--- config.mk ---
export PLATFORM = sky130hd
export DESIGN_NAME = fsm_ctrl_param
export DESIGN_NICKNAME = d
export VERILOG_FILES = /design/src/rtl/fsm_ctrl_param.sv
export SDC_FILE = /design/constraint.sdc
export NUM_CORES = 1
export LEC_CHECK = 0
export ABC_AREA = 1
export CAP_MARGIN = 0
export CELL_PAD_IN_SITES_DETAIL_PLACEMENT = 0
export CELL_PAD_IN_SITES_GLOBAL_PLACEMENT = 1
export CORE_UTILIZATION = 29
export CTS_CLUSTER_SIZE = 25
export DETAILED_ROUTE_END_ITERATION = 8
export GPL_ROUTABILITY_DRIVEN = 0
export PLACE_DENSITY_LB_ADDON = 0.1
export SLEW_MARGIN = 20
export SYNTH_ARGS = -nofsm -noshare
export SYNTH_HDL_FRONTEND = slang
export SYNTH_SLANG_ARGS = --single-unit
--- constraint.sdc ---
create_clock -name clk -period 1.5 [get_ports clk]
set_input_delay 0.375 -clock clk [delete_from_list [all_inputs] [get_ports clk]]
set_output_delay 0.375 -clock clk [all_outputs]
set_load 0.05 [all_outputs]
--- src/rtl/fsm_ctrl_param.sv ---
// Configuration/monitor controller for a bank of FIFOs: commits threshold pairs,
// tracks idle/active activity and latches FIFO error sources until reconfigured.
module fsm_ctrl_param #(
    parameter int N_FIFOS  = 8,
    parameter int TH_W     = 3,
    parameter int IDLE_DLY = 4
) (
    input  logic               clk,
    input  logic               reset,
    input  logic               init,
    input  logic [TH_W-1:0]    bajo,
    input  logic [TH_W-1:0]    alto,
    input  logic [N_FIFOS-1:0] empty_fifos,
    input  logic [N_FIFOS-1:0] error_fifos,
    output logic [2:0]         estado_actual,
    output logic [2:0]         sig_estado,
    output logic [TH_W-1:0]    bajo_out,
    output logic [TH_W-1:0]    alto_out,
    output logic               idle_out,
    output logic               active_out,
    output logic               error_out,
    output logic               config_err,
    output logic [N_FIFOS-1:0] error_src
);

    localparam int CNT_W = $clog2(IDLE_DLY + 1);
    localparam logic [CNT_W-1:0] CNT_LAST = CNT_W'(IDLE_DLY - 1);
    localparam logic [CNT_W-1:0] CNT_MAX  = CNT_W'(IDLE_DLY);

    typedef enum logic [2:0] {
        ST_RESET  = 3'd0,
        ST_INIT   = 3'd1,
        ST_IDLE   = 3'd2,
        ST_ACTIVE = 3'd3,
        ST_ERROR  = 3'd4
    } state_t;

    state_t            state_q;
    state_t            state_d;
    logic [TH_W-1:0]   shadow_bajo;
    logic [TH_W-1:0]   shadow_alto;
    logic [CNT_W-1:0]  empty_cnt;
    logic              all_empty;
    logic              any_err;
    logic              cfg_ok;

    assign all_empty     = &empty_fifos;
    assign any_err       = |error_fifos;
    assign cfg_ok        = shadow_bajo < shadow_alto;
    assign estado_actual = state_q;
    assign sig_estado    = state_d;

    // Errors outrank reconfiguration, which outranks the activity rules.
    always_comb begin
        state_d = ST_RESET;
        case (state_q)
            ST_RESET: state_d = ST_INIT;
            ST_INIT: begin
                if (init)        state_d = ST_INIT;
                else if (cfg_ok) state_d = ST_IDLE;
                else             state_d = ST_ERROR;
            end
            ST_IDLE: begin
                if (any_err)        state_d = ST_ERROR;
                else if (init)      state_d = ST_INIT;
                else if (all_empty) state_d = ST_IDLE;
                else                state_d = ST_ACTIVE;
            end
            ST_ACTIVE: begin
                if (any_err)                                state_d = ST_ERROR;
                else if (init)                              state_d = ST_INIT;
                else if (all_empty && empty_cnt == CNT_LAST) state_d = ST_IDLE;
                else                                        state_d = ST_ACTIVE;
            end
            ST_ERROR: begin
                if (init) state_d = ST_INIT;
                else      state_d = ST_ERROR;
            end
            default: state_d = ST_RESET;
        endcase
    end

    always_ff @(posedge clk or negedge reset) begin
        if (!reset) begin
            state_q    <= ST_RESET;
            idle_out   <= 1'b0;
            active_out <= 1'b0;
            error_out  <= 1'b0;
        end else begin
            state_q    <= state_d;
            idle_out   <= (state_d == ST_IDLE);
            active_out <= (state_d == ST_ACTIVE);
            error_out  <= (state_d == ST_ERROR);
        end
    end

    // The run counter only lives while staying in ACTIVE; any exit leaves it at zero.
    always_ff @(posedge clk or negedge reset) begin
        if (!reset) begin
            empty_cnt <= '0;
        end else if (state_q == ST_ACTIVE && state_d == ST_ACTIVE && all_empty) begin
            if (empty_cnt != CNT_MAX) empty_cnt <= empty_cnt + 1'b1;
        end else begin
            empty_cnt <= '0;
        end
    end

    always_ff @(posedge clk or negedge reset) begin
        if (!reset) begin
            shadow_bajo <= '0;
            shadow_alto <= '0;
            bajo_out    <= '0;
            alto_out    <= '0;
            config_err  <= 1'b0;
        end else if (state_q == ST_INIT) begin
            if (init) begin
                shadow_bajo <= bajo;
                shadow_alto <= alto;
            end else if (cfg_ok) begin
                bajo_out <= shadow_bajo;
                alto_out <= shadow_alto;
            end else begin
                config_err <= 1'b1;
            end
        end else if (state_q == ST_ERROR && init) begin
            config_err <= 1'b0;
        end
    end

    always_ff @(posedge clk or negedge reset) begin
        if (!reset) begin
            error_src <= '0;
        end else if ((state_q == ST_IDLE || state_q == ST_ACTIVE) && any_err) begin
            error_src <= error_src | error_fifos;
        end else if (state_q == ST_ERROR && init) begin
            error_src <= '0;
        end
    end

endmodule

# Word-level counts from Yosys, hierarchy flattened

Index checks and enable logic that the tools add are counted.

Register bits: 30
Input bits: 25
Output and inout bits: 24
Word-level logic and storage cells: 59

$add $sub $neg: 1
Magnitude comparators: 1
Equal/unequal tests: 12
Multiplexer cells: 18
Bitwise operators: 2
Reduce and logical (&&, ||, !) cells: 14

Operator list:

| cell                                                 | number |
|---|---|
| two-way mux 3 bit                                    | 7 |
| two-way mux 8 bit                                    | 2 |
| equality test 3 x 2 -> 1 bit (second input constant) | 5 |
| case mux 3 bit (5 select lines)                      | 1 |
| OR 8 bit                                             | 1 |
| AND reduction 8 bit                                  | 1 |
| OR reduction 8 bit                                   | 1 |
| equality test 3 bit (second input constant)          | 2 |
| two-way mux 1 bit                                    | 6 |
| AND reduction 3 bit                                  | 2 |
| logical AND 1 bit                                    | 5 |
| two-way mux 2 bit                                    | 2 |
| != test 2 bit (second input constant)                | 2 |
| nonzero test 2 bit                                   | 2 |
| adder 3 x 1 -> 3 bit (second input constant)         | 1 |
| equality test 3 x 1 -> 1 bit (second input constant) | 1 |
| zero test 3 bit                                      | 1 |
| less-than comparator 3 bit                           | 1 |
| != test 3 bit (second input constant)                | 1 |
| != test 2 x 1 -> 1 bit (second input constant)       | 1 |
| AND reduction 2 bit                                  | 1 |
| logical OR 1 bit                                     | 1 |
| NOT 1 bit                                            | 1 |

# Depth between registers and ports, before layout

Gate-level depths: netlist (run 1).

Depth in word-level cells: 10
Mapped depth: 9
Depth with buffers taken out: 9

# Least setup slack after synthesis (run 1)

Ideal clock, no wire load.

Path kind: register to output
Start point: register state_q[2], in the netlist estado_actual[2]
End point: output port sig_estado[2]
Arrival: 2745 ps
Required time: 1125 ps
Path slack: -1620 ps
Stages on the path, launching flop included: 3
Path buffers: 0
Cell sequence: dfrtp_1 > inv_2 > o311ai_0

Cells in the longest elaborated chain, start to end: 2
Elaborated cells between the ends (all ways): 6
Classes of those cells: eq/ne: 4; mux: 1; reduce/logical: 1

Ends and longest elaborated chain:

| element                                           | RTL line | RTL |
|---|---|---|
| start: declaration                                | 38       | `state_t state_q;` |
| start signal: assignment                          | 90       | `state_q <= state_d;` |
| equality test 3 bit, or another cell as far along | 56       | `case (state_q)` |
| case mux 3 bit (5 select lines) *                 | 56       |  |
| end: declaration                                  | 16       | `output logic [2:0] sig_estado,` |

Mark *: on every way between the ends. The rest lies on a longest branch, timed or not.

# Final worst setup path (run 1)

Start point: register shadow_bajo[2]
End point: output port sig_estado[1]

Cells in the longest elaborated chain, start to end: 4

Ends and longest elaborated chain:

| element                         | RTL line | RTL |
|---|---|---|
| start: declaration              | 40       | `logic [TH_W-1:0] shadow_bajo;` |
| start signal: assignment        | 117      | `shadow_bajo <= bajo;` |
| less-than comparator 3 bit      | 49       | `assign cfg_ok = shadow_bajo < shadow_alto;` |
| two-way mux 3 bit               | 60       | `else if (cfg_ok) state_d = ST_IDLE;` |
| two-way mux 3 bit               | 59       | `if (init) state_d = ST_INIT;` |
| case mux 3 bit (5 select lines) | 56       |  |

No other way between the ends.

==> results of run 1 <==
-- layer usage --
metal | vias up | share of wire, % | track usage (%)
li1 | 651 | - | -
met1 | 614 | 40 | 16.4
met2 | 32 | 54 | 27.6
met3 | 4 | 5.1 | 4.17
met4 | 0 | 1.0 | 8.71
met5 | - | 0 | 0
-- synthesized netlist by cell type (all sizes together) --
| cell | instances |
|---|---|
| nand3b | 1 |
| nand4 | 3 |
| nor2 | 17 |
| nor3 | 2 |
| nand2 | 32 |
| inv | 29 |
| xor2 | 1 |
| o21ai | 22 |
| nor3b | 1 |
| dfrtp | 30 |
| a21oi | 3 |
| o311ai | 2 |
| buf | 2 |
| nand3 | 5 |
| ha | 5 |
-- state kept, by name (all words and copies together) (netlist names) --
register       count
idle_out           1
bajo_out           3
error_src          8
config_err         1
empty_cnt          3
active_out         1
error_out          1
shadow_alto        3
shadow_bajo        3
estado_actual      3
alto_out           3
-- layout make-up --
cell class	count	area, um2
clock buffer	7	76.3
fill	420	2020
inverter	29	114
multi-input combinational	94	727
sequential	30	754
tap	67	83.8
timing repair buffer	77	945
-- cell families after synthesis --
| kind of cell | count (synthesis) | share of synthesized area, % |
|---|---|---|
| and+or+nand+nor | 61 | 21.6 |
| buffers and inverters | 31 | 8.79 |
| DFF | 30 | 52.7 |
| AOI/OAI and AO/OA | 27 | 11.9 |
| adders and majority gates | 5 | 4.39 |
| xor gates and xnor gates | 1 | 0.615 |
-- worst max path at each step --
stage / start / end / slack [ns] / depth (start not counted)
after floorplan: estado_actual[1]$_DFF_PN0_ / sig_estado[2] / -0.13 / 3
final: shadow_bajo[2]$_DFFE_PN0P_ / sig_estado[1] / -0.39 / 6
after CTS: shadow_bajo[2]$_DFFE_PN0P_ / sig_estado[2] / -0.40 / 6
after global placement: init / sig_estado[0] / -0.55 / 6
after global routing: shadow_bajo[2]$_DFFE_PN0P_ / sig_estado[1] / -0.45 / 6
after detailed placement: init / sig_estado[0] / -0.55 / 6
-- worst max-delay path: cells and delay by family, from the launching register on --
family / cells / cell delay [ns]
flip-flops: 1 / 0.42
AND/OR/NAND/NOR: 3 / 0.32
adder cells (fa/ha/maj): 1 / 0.27
buffers and inverters: 2 / 0.25
-- timing repair --
| item | 4_1_cts | 5_1_grt |
|---|---|---|
| endpoints found under the setup margin | 15 | 14 |
| pin swaps | 15 | 10 |
| hold buffers | 0 | 0 |
| resized for setup | 23 | 22 |
| buffers inserted | 2 | 1 |
-- through the flow --
step	cells	power [mW]	worst slack, ns	area (um2)
detailed placement	294	5.34	-0.552	2460
CTS	303	6.13	-0.402	2600
global placement	294	5.29	-0.553	2460
floorplan	155	3.33	-0.130	1470
global route	304	6.61	-0.452	2700
finish	304	6.27	-0.394	2700
-- power breakdown --
group          internal (mW)  switching (mW)
Combinational           2.04            2.16
Sequential              1.15           0.325
Clock                  0.318           0.271
Total                   3.51            2.76
==> impl_metrics.env, run 1 <==
export IMPL_syn_nets=185
export IMPL_dieArea_um2=5190
export IMPL_cp_arrival_ns=1.52
export IMPL_avgSynthCellArea_um2=9.19
export IMPL_pwr_density_cell_nw_per_um2=2320
export IMPL_grt_max_degree=31
export IMPL_vias=1301
export IMPL_finalSetupTns_ns=-1.47
export IMPL_critPathRequiredTime_ns=1.12
export IMPL_initial_core_util_pct=30.1
export IMPL_wl_mm=3.56
export IMPL_drive_gt1_share_pct=46.0
export IMPL_port_buffers=48
export IMPL_avgRoutedWirePerCell_um=11.7
export IMPL_cts_sinks=30
export IMPL_endpoint_kind="output pin"
export IMPL_critPathMaxFanout=2
export IMPL_maxSlewViolCount=0
export IMPL_h_tree_depth=2
export IMPL_std_cell_rows=25
export IMPL_grt_pass1_vias=1381
export IMPL_grt_overflow_total=0
export IMPL_vdd_drop_max_mv=1.07
export IMPL_setup_ws_ns=-0.394
export IMPL_fin_crit_sh_pct=126
export IMPL_crit_path_cell_trace="ha_4 > nand2_2 > buf_4 > nand4_4 > nand2_8 > buf_12"
export IMPL_start_kind="register"
export IMPL_reg2reg_from="shadow_bajo[2]$_DFFE_PN0P_"
export IMPL_clockBufferDepth=2
export IMPL_yosys_area_top_type="dfrtp_1"
export IMPL_clk_latency_ns=0.28
export IMPL_cap_violations=0
export IMPL_finalCriticalPeriod_ns=1.89
export IMPL_viasPerCell=4.28
export IMPL_synth_area_leaders="dfrtp_1 (53%), nand2_1 (7.6%), inv_1 (7.1%)"
export IMPL_mostFrequentLayoutCells="dfrtp_1 (27), nand2_1 (25), buf_4 (25)"
export IMPL_core_area_um2=4720
export IMPL_fin_skew_ns=0.00606
export IMPL_synth_top_cell_area_share_pct=52.7
export IMPL_ys_types=23
export IMPL_chipWidth_um=72.1
export IMPL_dp_hpwl_mm=2.67
export IMPL_cts_root_buf="clkbuf_8"
export IMPL_dieHeight_um=72.1
export IMPL_regToRegEndpoint="empty_cnt[2]$_DFFE_PN0P_"
export IMPL_tightestPinTransition_ns=0.303
export IMPL_violations="setup timing"
export IMPL_grt_pass1_wl_mm=6.00
export IMPL_drc=0
export IMPL_outcome="finished, violations left"
export IMPL_ys_warnings_count=0
export IMPL_ant_nets=0
export IMPL_ys_seq_area_share_pct=52.7
export IMPL_path_class="reg2out"
export IMPL_layout_commonest_cell="dfrtp_1"
export IMPL_r2r_cells=9
export IMPL_crit_path_top_delay_cell="dfrtp_1"
export IMPL_ys_ff_latch=30
export IMPL_drt_pass1_iterations=4
export IMPL_ff2ff_setup_slack_ns=-0.09
export IMPL_antenna_found_initial=0
export IMPL_path_clk_slew_ns=0.06
export IMPL_whs_ns=0.464
export IMPL_syn_inst=155
export IMPL_ioPinCount=49
export IMPL_grt_total_usage_pct=15.5
export IMPL_final_nets=267
export IMPL_relSlewSlack_pct=79.5
export IMPL_hold_viol=0
export IMPL_rsz0062_at_grt="true"
export IMPL_fin_util_pct=57.2
export IMPL_diodes=0
export IMPL_area_growth_pct=89.6
export IMPL_cts_tree="done"
export IMPL_cts_made_buffers=5
export IMPL_hold_path_class="in2async"
export IMPL_setup_viol=8
export IMPL_drt_iter0_drc=12
export IMPL_cpPeakStageDelay_ns=0.42
export IMPL_fmax_mhz=528
export IMPL_p_leak_nw=1.23
export IMPL_netlist_area_um2=1420
(Power assumes the default switching activity.)
==> inputs of run 2 (changes only) <==
--- a/config.mk
+++ b/config.mk
@@ -14,7 +14,7 @@
 export DETAILED_ROUTE_END_ITERATION = 8
 export GPL_ROUTABILITY_DRIVEN = 0
 export PLACE_DENSITY_LB_ADDON = 0.1
-export SLEW_MARGIN = 20
+export SLEW_MARGIN = 10
 export SYNTH_ARGS = -nofsm -noshare
 export SYNTH_HDL_FRONTEND = slang
 export SYNTH_SLANG_ARGS = --single-unit
==> results of run 2 <==
Final layout, timing and power as in run 1 (identical DEF).
